===== config.mk =====
export PLATFORM = sky130hd
export DESIGN_NAME = uart_boot_loader
export DESIGN_NICKNAME = d
export VERILOG_FILES = /design/src/rtl/uart_pkg.sv /design/src/rtl/uart_word_packer.sv /design/src/rtl/uart_boot_loader.sv
export SDC_FILE = /design/constraint.sdc
export NUM_CORES = 1
export LEC_CHECK = 0
export CAP_MARGIN = 5
export CELL_PAD_IN_SITES_DETAIL_PLACEMENT = 0
export CELL_PAD_IN_SITES_GLOBAL_PLACEMENT = 1
export CORE_MARGIN = 1.5
export CORE_UTILIZATION = 39
export DETAILED_ROUTE_END_ITERATION = 10
export GPL_ROUTABILITY_DRIVEN = 0
export PLACE_DENSITY = 0.86
export SLEW_MARGIN = 20
export SYNTH_ARGS = -nofsm -noshare
export SYNTH_HDL_FRONTEND = slang
export SYNTH_SLANG_ARGS = --single-unit
export TNS_END_PERCENT = 10

===== constraint.sdc =====
create_clock -name clk -period 3.4 [get_ports clk]
set_clock_uncertainty 0.2 [all_clocks]
set_input_delay 0.85 -clock clk [delete_from_list [all_inputs] [get_ports clk]]
set_output_delay 0.85 -clock clk [all_outputs]
set_load 0.01 [all_outputs]

===== src/rtl/uart_pkg.sv =====
// rtl/uart_pkg.sv - UART register map plus loader state and error-code enums
package uart_pkg;

  localparam logic [31:0] RX_STATE_OFF = 32'd0;
  localparam logic [31:0] RX_DATA_OFF  = 32'd4;
  localparam logic [31:0] TX_STATE_OFF = 32'd8;
  localparam logic [31:0] TX_DATA_OFF  = 32'd12;

  typedef enum logic [2:0] {
    ST_IDLE   = 3'd0,
    ST_POLL   = 3'd1,
    ST_FETCH  = 3'd2,
    ST_UNPACK = 3'd3,
    ST_WRITE  = 3'd4,
    ST_FINISH = 3'd5,
    ST_FAIL   = 3'd6
  } loader_state_e;

  typedef enum logic [2:0] {
    ERR_NONE     = 3'd0,
    ERR_LINE     = 3'd1,
    ERR_BUS      = 3'd2,
    ERR_OVERRUN  = 3'd3,
    ERR_LENGTH   = 3'd4,
    ERR_CHECKSUM = 3'd5
  } err_code_e;

endpackage


===== src/rtl/uart_word_packer.sv =====
// rtl/uart_word_packer.sv - places payload bytes into word lanes, tracks strobes, flags flush
module uart_word_packer (
  input  logic        clk,
  input  logic        reset,
  input  logic        clear_i,
  input  logic        load_i,
  input  logic [7:0]  byte_i,
  input  logic [31:0] count_i,
  input  logic [31:0] len_i,
  output logic [31:0] word_o,
  output logic [3:0]  strobe_o,
  output logic        flush_o
);

  logic [31:0] word_q, word_d;
  logic [3:0]  strb_q, strb_d;
  logic [1:0]  lane;

  assign lane     = count_i[1:0];
  // Flush once the word is full or the byte about to load is the last payload byte.
  assign flush_o  = (lane == 2'd3) || ((count_i + 32'd1) == len_i);
  assign word_o   = word_q;
  assign strobe_o = strb_q;

  always_comb begin
    word_d = word_q;
    strb_d = strb_q;
    if (clear_i) begin
      word_d = '0;
      strb_d = '0;
    end else if (load_i) begin
      word_d[{lane, 3'b000} +: 8] = byte_i;
      strb_d[lane]                = 1'b1;
    end
  end

  always_ff @(posedge clk) begin
    if (reset) begin
      word_q <= '0;
      strb_q <= '0;
    end else begin
      word_q <= word_d;
      strb_q <= strb_d;
    end
  end

endmodule


===== src/rtl/uart_boot_loader.sv =====
// rtl/uart_boot_loader.sv - polls a UART, unpacks a length-prefixed image and writes it to memory
// Optional trailing XOR checksum byte enabled by UART_BOOT_LOADER_CHECKSUM_EN.
module uart_boot_loader
  import uart_pkg::*;
#(
  parameter logic [31:0] UART_BASE = 32'h0,
  parameter logic [31:0] LOAD_BASE = 32'h0,
  parameter int unsigned MAX_LEN   = 4096
) (
  input  logic        clk,
  input  logic        reset,
  input  logic        start,
  output logic        ub_ren,
  output logic        ub_wen,
  output logic [31:0] ub_addr,
  output logic [31:0] ub_wdata,
  output logic [3:0]  ub_strobe,
  input  logic [31:0] ub_rdata,
  input  logic        ub_request_stall,
  input  logic        ub_error,
  output logic        mem_wen,
  output logic [31:0] mem_addr,
  output logic [31:0] mem_wdata,
  output logic [3:0]  mem_strobe,
  input  logic        mem_ready,
  output logic        busy,
  output logic        done,
  output logic        err,
  output logic [2:0]  err_code
);

  loader_state_e state_q, state_d;
  err_code_e     fcode_q, fcode_d, errc_q, errc_d;
  logic [23:0]   rx_q, rx_d;
  logic [1:0]    rem_q, rem_d, pos_q, pos_d;
  logic [2:0]    hdr_q, hdr_d;
  logic [31:0]   len_q, len_d, cnt_q, cnt_d, off_q, off_d;
  logic [7:0]    xor_q, xor_d, cur_byte;
  logic          done_q, done_d, err_q, err_d;
  logic          pk_clear, pk_load, pk_flush;
  logic [31:0]   pk_word, len_shift;
  logic [3:0]    pk_strb;

  uart_word_packer u_packer (
    .clk      (clk),
    .reset    (reset),
    .clear_i  (pk_clear),
    .load_i   (pk_load),
    .byte_i   (cur_byte),
    .count_i  (cnt_q),
    .len_i    (len_q),
    .word_o   (pk_word),
    .strobe_o (pk_strb),
    .flush_o  (pk_flush)
  );

  always_comb begin
    case (pos_q)
      2'd0:    cur_byte = rx_q[7:0];
      2'd1:    cur_byte = rx_q[15:8];
      default: cur_byte = rx_q[23:16];
    endcase
  end

  // Length arrives little-endian, so each header byte shifts in from the top.
  assign len_shift = {cur_byte, len_q[31:8]};

  assign ub_wen     = 1'b0;
  assign ub_wdata   = '0;
  assign ub_strobe  = '0;
  assign busy       = (state_q != ST_IDLE);
  assign done       = done_q;
  assign err        = err_q;
  assign err_code   = errc_q;
  assign mem_wen    = (state_q == ST_WRITE);
  assign mem_addr   = mem_wen ? (LOAD_BASE + off_q) : '0;
  assign mem_wdata  = mem_wen ? pk_word : '0;
  assign mem_strobe = mem_wen ? pk_strb : '0;

  always_comb begin
    state_d  = state_q;
    fcode_d  = fcode_q;
    errc_d   = errc_q;
    rx_d     = rx_q;
    rem_d    = rem_q;
    pos_d    = pos_q;
    hdr_d    = hdr_q;
    len_d    = len_q;
    cnt_d    = cnt_q;
    off_d    = off_q;
    xor_d    = xor_q;
    done_d   = done_q;
    err_d    = err_q;
    pk_clear = 1'b0;
    pk_load  = 1'b0;
    ub_ren   = 1'b0;
    ub_addr  = '0;
    case (state_q)
      ST_IDLE: begin
        if (start) begin
          done_d   = 1'b0;
          err_d    = 1'b0;
          errc_d   = ERR_NONE;
          hdr_d    = '0;
          len_d    = '0;
          cnt_d    = '0;
          off_d    = '0;
          xor_d    = '0;
          rem_d    = '0;
          pk_clear = 1'b1;
          state_d  = ST_POLL;
        end
      end
      ST_POLL: begin
        ub_ren  = 1'b1;
        ub_addr = UART_BASE + RX_STATE_OFF;
        if (ub_error) begin
          fcode_d = ERR_BUS;
          state_d = ST_FAIL;
        end else if (!ub_request_stall) begin
          if (ub_rdata[1]) begin
            fcode_d = ERR_LINE;
            state_d = ST_FAIL;
          end else if (ub_rdata[0]) begin
            state_d = ST_FETCH;
          end
        end
      end
      ST_FETCH: begin
        ub_ren  = 1'b1;
        ub_addr = UART_BASE + RX_DATA_OFF;
        if (ub_error) begin
          fcode_d = ERR_BUS;
          state_d = ST_FAIL;
        end else if (!ub_request_stall) begin
          rx_d  = ub_rdata[23:0];
          rem_d = ub_rdata[25:24];
          pos_d = '0;
          if (ub_rdata[31:24] == 8'd0) begin
            state_d = ST_POLL;
          end else if (ub_rdata[31:24] > 8'd3) begin
            fcode_d = ERR_OVERRUN;
            state_d = ST_FAIL;
          end else begin
            state_d = ST_UNPACK;
          end
        end
      end
      ST_UNPACK: begin
        pos_d   = pos_q + 2'd1;
        rem_d   = rem_q - 2'd1;
        state_d = (rem_q == 2'd1) ? ST_POLL : ST_UNPACK;
        if (hdr_q != 3'd4) begin
          hdr_d = hdr_q + 3'd1;
          len_d = len_shift;
          if (hdr_q == 3'd3 && (len_shift == 32'd0 || len_shift > MAX_LEN)) begin
            fcode_d = ERR_LENGTH;
            state_d = ST_FAIL;
          end
`ifdef UART_BOOT_LOADER_CHECKSUM_EN
        end else if (cnt_q == len_q) begin
          if (cur_byte == xor_q) begin
            state_d = ST_FINISH;
          end else begin
            fcode_d = ERR_CHECKSUM;
            state_d = ST_FAIL;
          end
`endif
        end else begin
          pk_load = 1'b1;
          cnt_d   = cnt_q + 32'd1;
          xor_d   = xor_q ^ cur_byte;
          if (pk_flush) state_d = ST_WRITE;
        end
      end
      ST_WRITE: begin
        if (mem_ready) begin
          pk_clear = 1'b1;
          off_d    = off_q + 32'd4;
`ifdef UART_BOOT_LOADER_CHECKSUM_EN
          state_d  = (rem_q != 2'd0) ? ST_UNPACK : ST_POLL;
`else
          // Anything left in the RX word after the final payload byte is dropped.
          if (cnt_q == len_q) state_d = ST_FINISH;
          else                state_d = (rem_q != 2'd0) ? ST_UNPACK : ST_POLL;
`endif
        end
      end
      ST_FINISH: begin
        done_d  = 1'b1;
        state_d = ST_IDLE;
      end
      ST_FAIL: begin
        err_d   = 1'b1;
        errc_d  = fcode_q;
        state_d = ST_IDLE;
      end
      default: state_d = ST_IDLE;
    endcase
  end

  always_ff @(posedge clk) begin
    if (reset) begin
      state_q <= ST_IDLE;
      fcode_q <= ERR_NONE;
      errc_q  <= ERR_NONE;
      rx_q    <= '0;
      rem_q   <= '0;
      pos_q   <= '0;
      hdr_q   <= '0;
      len_q   <= '0;
      cnt_q   <= '0;
      off_q   <= '0;
      xor_q   <= '0;
      done_q  <= 1'b0;
      err_q   <= 1'b0;
    end else begin
      state_q <= state_d;
      fcode_q <= fcode_d;
      errc_q  <= errc_d;
      rx_q    <= rx_d;
      rem_q   <= rem_d;
      pos_q   <= pos_d;
      hdr_q   <= hdr_d;
      len_q   <= len_d;
      cnt_q   <= cnt_d;
      off_q   <= off_d;
      xor_q   <= xor_d;
      done_q  <= done_d;
      err_q   <= err_d;
    end
  end

endmodule


==> metrics.txt <==
# TYPE chip_impl_metric gauge
chip_impl_info{name="outcome",value="finished clean"} 1
chip_impl_metric{name="worst_pin_slew",unit="ns"} 0.846
chip_impl_metric{name="antenna_left",unit=""} 0
chip_impl_metric{name="clkSlewWorstSetupHoldPaths",unit="ns"} 0.08
chip_impl_metric{name="synth_enable_flop_cells",unit=""} 0
chip_impl_metric{name="drt_iter0_drc",unit=""} 867
chip_impl_info{name="path_class",value="reg2out"} 1
chip_impl_info{name="min_from",value="rx_q[4]"} 1
chip_impl_metric{name="grt_first_pass_wirelength",unit="mm"} 42.8
chip_impl_metric{name="routed_wl",unit="mm"} 26.9
chip_impl_metric{name="vias",unit=""} 8924
chip_impl_info{name="setup.worst_path.start_class",value="flip-flop"} 1
chip_impl_metric{name="reg2reg_slack",unit="ns"} 0.19
chip_impl_metric{name="power_density",unit="nW/um2"} 453
chip_impl_metric{name="area.growth.synth_to_final",unit="%"} 19.4
chip_impl_metric{name="die_w",unit="um"} 161
chip_impl_metric{name="slew-limit-headroom",unit=""} 0.435
chip_impl_metric{name="synth_cells",unit=""} 1208
chip_impl_info{name="grt_setup_unrepaired",value="no"} 1
chip_impl_metric{name="yosysWarningCount",unit=""} 0
chip_impl_metric{name="grt.overflow.total",unit=""} 0
chip_impl_metric{name="grt_start_max_net_pins",unit=""} 47
chip_impl_metric{name="period_needed",unit="ns"} 3.22
chip_impl_metric{name="synth_seq_cells",unit=""} 172
chip_impl_metric{name="cts_buffers",unit=""} 17
chip_impl_metric{name="grt_antenna_before_repair",unit=""} 0
chip_impl_info{name="worst_setup_path_startpoint",value="state_q[0]"} 1
chip_impl_metric{name="clock_sinks",unit=""} 172
chip_impl_metric{name="crit_required",unit="ns"} 2.35
chip_impl_info{name="dominantRegCellSynth",value="sky130_fd_sc_hd__dfxtp_1"} 1
chip_impl_metric{name="synthArstFlopShare",unit=""} 0
chip_impl_metric{name="floorplan.rows",unit=""} 57
chip_impl_info{name="whs_endpoint",value="rx_q[4]"} 1
chip_impl_metric{name="vdd_drop_max",unit="mV"} 0.296
chip_impl_metric{name="r2r_worst_path_depth",unit=""} 9
chip_impl_info{name="reg2reg_to",value="state_q[1]"} 1
chip_impl_metric{name="final.setup.tns",unit="ns"} 0
chip_impl_metric{name="final_hold_viols",unit=""} 0
chip_impl_info{name="worstHoldPathType",value="reg2reg"} 1
chip_impl_metric{name="ctsLongestPathBuffers",unit=""} 2
chip_impl_info{name="critPathTopFamily",value="buffers and inverters"} 1
chip_impl_metric{name="placement.io_buffers",unit=""} 112
chip_impl_metric{name="fmax",unit="MHz"} 310
chip_impl_metric{name="grt_pass1_vias",unit=""} 8007
chip_impl_metric{name="crit_arrival",unit="ns"} 2.17
chip_impl_metric{name="cp_num_buf_inv",unit=""} 2
chip_impl_metric{name="critical_path.max_fanout",unit=""} 37
chip_impl_metric{name="ioPinCount",unit=""} 183
chip_impl_metric{name="viasPerCell",unit=""} 5.42
chip_impl_metric{name="cellLeakagePower",unit="uW"} 0.00433
chip_impl_info{name="critical_path.cell_chain",value="nor2_4 -> buf_4 -> nand2_2 -> nor2_1 -> clkdlybuf4s50_1"} 1
chip_impl_info{name="source_of_the_worst_register_to_register_timing_path",value="cnt_q[1]"} 1
chip_impl_metric{name="floorplan.core_area",unit="um2"} 24300
chip_impl_metric{name="die_area",unit="um2"} 25800
chip_impl_metric{name="sequential_fraction_of_the_synthesis_area",unit=""} 0.356
chip_impl_metric{name="drv_cap",unit=""} 0
chip_impl_metric{name="die_h",unit="um"} 161
chip_impl_metric{name="synth_area",unit="um2"} 9680
chip_impl_metric{name="synth.lib_cells_used.distinct",unit=""} 76
chip_impl_metric{name="detail_route.drc_violations",unit=""} 0
chip_impl_metric{name="gr-usage-all-layers",unit=""} 0.206
chip_impl_metric{name="whs_path_depth",unit=""} 2
chip_impl_metric{name="synth_area_per_cell",unit="um2"} 8.02
chip_impl_metric{name="nets",unit=""} 1362
chip_impl_metric{name="initial_util",unit=""} 0.398
chip_impl_metric{name="hpwlAfterDp",unit="mm"} 19.9
chip_impl_metric{name="post_route_cells_drive_above_1_share",unit=""} 0.0893
chip_impl_metric{name="fin_area",unit="um2"} 11600
chip_impl_metric{name="number_of_pins_exceeding_their_max_slew_limit_in_the_final_report",unit=""} 0
chip_impl_info{name="cp_slowest_cell",value="sky130_fd_sc_hd__clkdlybuf4s50_1"} 1
chip_impl_info{name="cts.root.buffer_cell",value="sky130_fd_sc_hd__clkbuf_16"} 1
chip_impl_metric{name="post_place_setup_slack",unit="ns"} 0.127
chip_impl_metric{name="htree_num_levels",unit=""} 4
chip_impl_metric{name="clock_latency",unit="ns"} 0.43
chip_impl_metric{name="post_detailed_placement_cell_area",unit="um2"} 10900
chip_impl_metric{name="cts_hold_repair.buffers",unit=""} 0
chip_impl_metric{name="detailedRoute.firstPassIterationCount",unit=""} 6
chip_impl_metric{name="worst_path_largest_cell_delay",unit="ns"} 0.55
chip_impl_metric{name="cts_setup_buffers",unit=""} 0
chip_impl_metric{name="fin_crit_sh",unit=""} 0.947
chip_impl_info{name="timing.critical_path.to_type",value="primary output"} 1
chip_impl_metric{name="detail_route.wl_per_cell",unit="um"} 16.4
chip_impl_metric{name="setup_viol_count_final",unit=""} 0
chip_impl_info{name="tritoncts",value="done"} 1
chip_impl_metric{name="number_of_antenna_diodes",unit=""} 0
chip_impl_metric{name="final_critical_path_setup_slack",unit="ns"} 0.179
## cell type report
| cell class | count | area (um2) |
|---|---|---|
| tap | 324 | 405 |
| inverter | 20 | 75.1 |
| multi-input combinational | 936 | 5520 |
| sequential | 172 | 3450 |
| timing repair buffer | 161 | 1500 |
| fill | 2350 | 12800 |
| clock inverter | 15 | 190 |
| clock buffer | 17 | 425 |
## sequential cells by signal, summed over array words and instances, names as in the netlist
signal,flops
len_q,32
err_code,3
pos_q,2
err,1
fcode_q,3
rem_q,2
cnt_q,32
state_q,3
off_q,30
u_packer.strobe_o,4
done,1
rx_q,24
u_packer.word_o,32
hdr_q,3
## tightest hold or removal path, stage by stage, from the launching register on
cell                      delay, ns
sky130_fd_sc_hd__dfxtp_1       0.31
sky130_fd_sc_hd__nand2_1       0.05
sky130_fd_sc_hd__a21oi_1       0.05
## where the power goes
group	switching [uW]	internal (uW)	leakage [uW]
Sequential	64.3	2060	0.00139
Combinational	748	366	0.00265
Clock	988	1010	0.000297
## cell usage after synthesis (23+ instances only)
master	number	area, um2
sky130_fd_sc_hd__a21oi_1	66	330
sky130_fd_sc_hd__a22oi_1	69	518
sky130_fd_sc_hd__and3_1	67	419
sky130_fd_sc_hd__buf_4	78	586
sky130_fd_sc_hd__clkbuf_1	55	206
sky130_fd_sc_hd__dfxtp_1	172	3440
sky130_fd_sc_hd__nand2_1	111	417
sky130_fd_sc_hd__nand3_1	32	160
sky130_fd_sc_hd__nand4_1	24	150
sky130_fd_sc_hd__nor2_1	177	664
sky130_fd_sc_hd__nor3_1	24	120
sky130_fd_sc_hd__nor4_1	28	175
sky130_fd_sc_hd__o21ai_0	23	115
sky130_fd_sc_hd__xnor2_1	56	490
sky130_fd_sc_hd__xor2_1	30	263
## layout by cell type (no fill, tap or decap), types with 3 or more instances in the layout
cell type	count
sky130_fd_sc_hd__a21o_1	10
sky130_fd_sc_hd__a21oi_1	65
sky130_fd_sc_hd__a22o_1	8
sky130_fd_sc_hd__a22oi_1	69
sky130_fd_sc_hd__a31o_2	3
sky130_fd_sc_hd__a31oi_1	6
sky130_fd_sc_hd__and3_1	67
sky130_fd_sc_hd__and4_1	7
sky130_fd_sc_hd__buf_4	48
sky130_fd_sc_hd__clkbuf_16	17
sky130_fd_sc_hd__clkdlybuf4s50_1	111
sky130_fd_sc_hd__clkinv_8	5
sky130_fd_sc_hd__conb_1	70
sky130_fd_sc_hd__dfxtp_1	171
sky130_fd_sc_hd__ha_1	16
sky130_fd_sc_hd__inv_1	20
sky130_fd_sc_hd__inv_8	6
sky130_fd_sc_hd__mux2i_1	5
sky130_fd_sc_hd__nand2_1	110
sky130_fd_sc_hd__nand2b_1	6
sky130_fd_sc_hd__nand3_1	32
sky130_fd_sc_hd__nand4_1	24
sky130_fd_sc_hd__nand4b_1	5
sky130_fd_sc_hd__nor2_1	175
sky130_fd_sc_hd__nor3_1	24
sky130_fd_sc_hd__nor4_1	27
sky130_fd_sc_hd__nor4_2	3
sky130_fd_sc_hd__nor4b_2	3
sky130_fd_sc_hd__o2111ai_1	5
sky130_fd_sc_hd__o211ai_1	9
sky130_fd_sc_hd__o21ai_0	23
sky130_fd_sc_hd__o31ai_1	6
sky130_fd_sc_hd__or2_2	3
sky130_fd_sc_hd__or3_1	12
sky130_fd_sc_hd__or4_1	5
sky130_fd_sc_hd__xnor2_1	56
sky130_fd_sc_hd__xor2_1	30
## logic make-up (layout without fill, tap and decap cells)
group           after synthesis  count (layout)  synth area share
other cells                   1              70          0.000387
compound gates              228             228             0.157
flops                       172             172             0.356
buf+inv                     169             213             0.104
fa+ha+maj                    16              16            0.0207
simple gates                530             530             0.278
xor+xnor                     86              86            0.0778
mux                           6               6           0.00633
## worst max-delay path by stage
stage                         endpoint  cells after the start
floorplan                   state_q[1]                      9
global placement             cnt_q[31]                      9
detailed placement           off_q[28]                      7
CTS                       mem_addr[27]                      5
global route        u_packer.word_o[8]                      8
finish                    mem_addr[27]                      5
## metal layers
| layer | vias up | part of all wire | wire (um) | global-route usage |
|---|---|---|---|---|
| li1 | 4346 | - | - | - |
| met1 | 4181 | 0.46 | 12400 | 0.288 |
| met2 | 358 | 0.45 | 12200 | 0.323 |
| met3 | 39 | 0.065 | 1750 | 0.0315 |
| met4 | 0 | 0.022 | 599 | 0.0731 |
| met5 | - | 0 | 0 | 0 |
## through the flow
stage	power, uW	util	cells	hold slack, ns
final	5230	0.475	1645	0.259
after global routing	5460	0.475	1645	0.279
after CTS	5250	0.475	1645	0.259
after detailed placement	3260	0.450	1613	0.248
after global placement	3250	0.450	1613	0.243
after floorplan	2910	-	1277	0.229
## what timing repair did
| item | in CTS | in global routing |
|---|---|---|
| resized for setup | 1 | 3 |
| endpoints found under the setup margin | 4 | 6 |
| pin swaps | 0 | 0 |
Note: power is estimated with default switching activity, not from simulation.
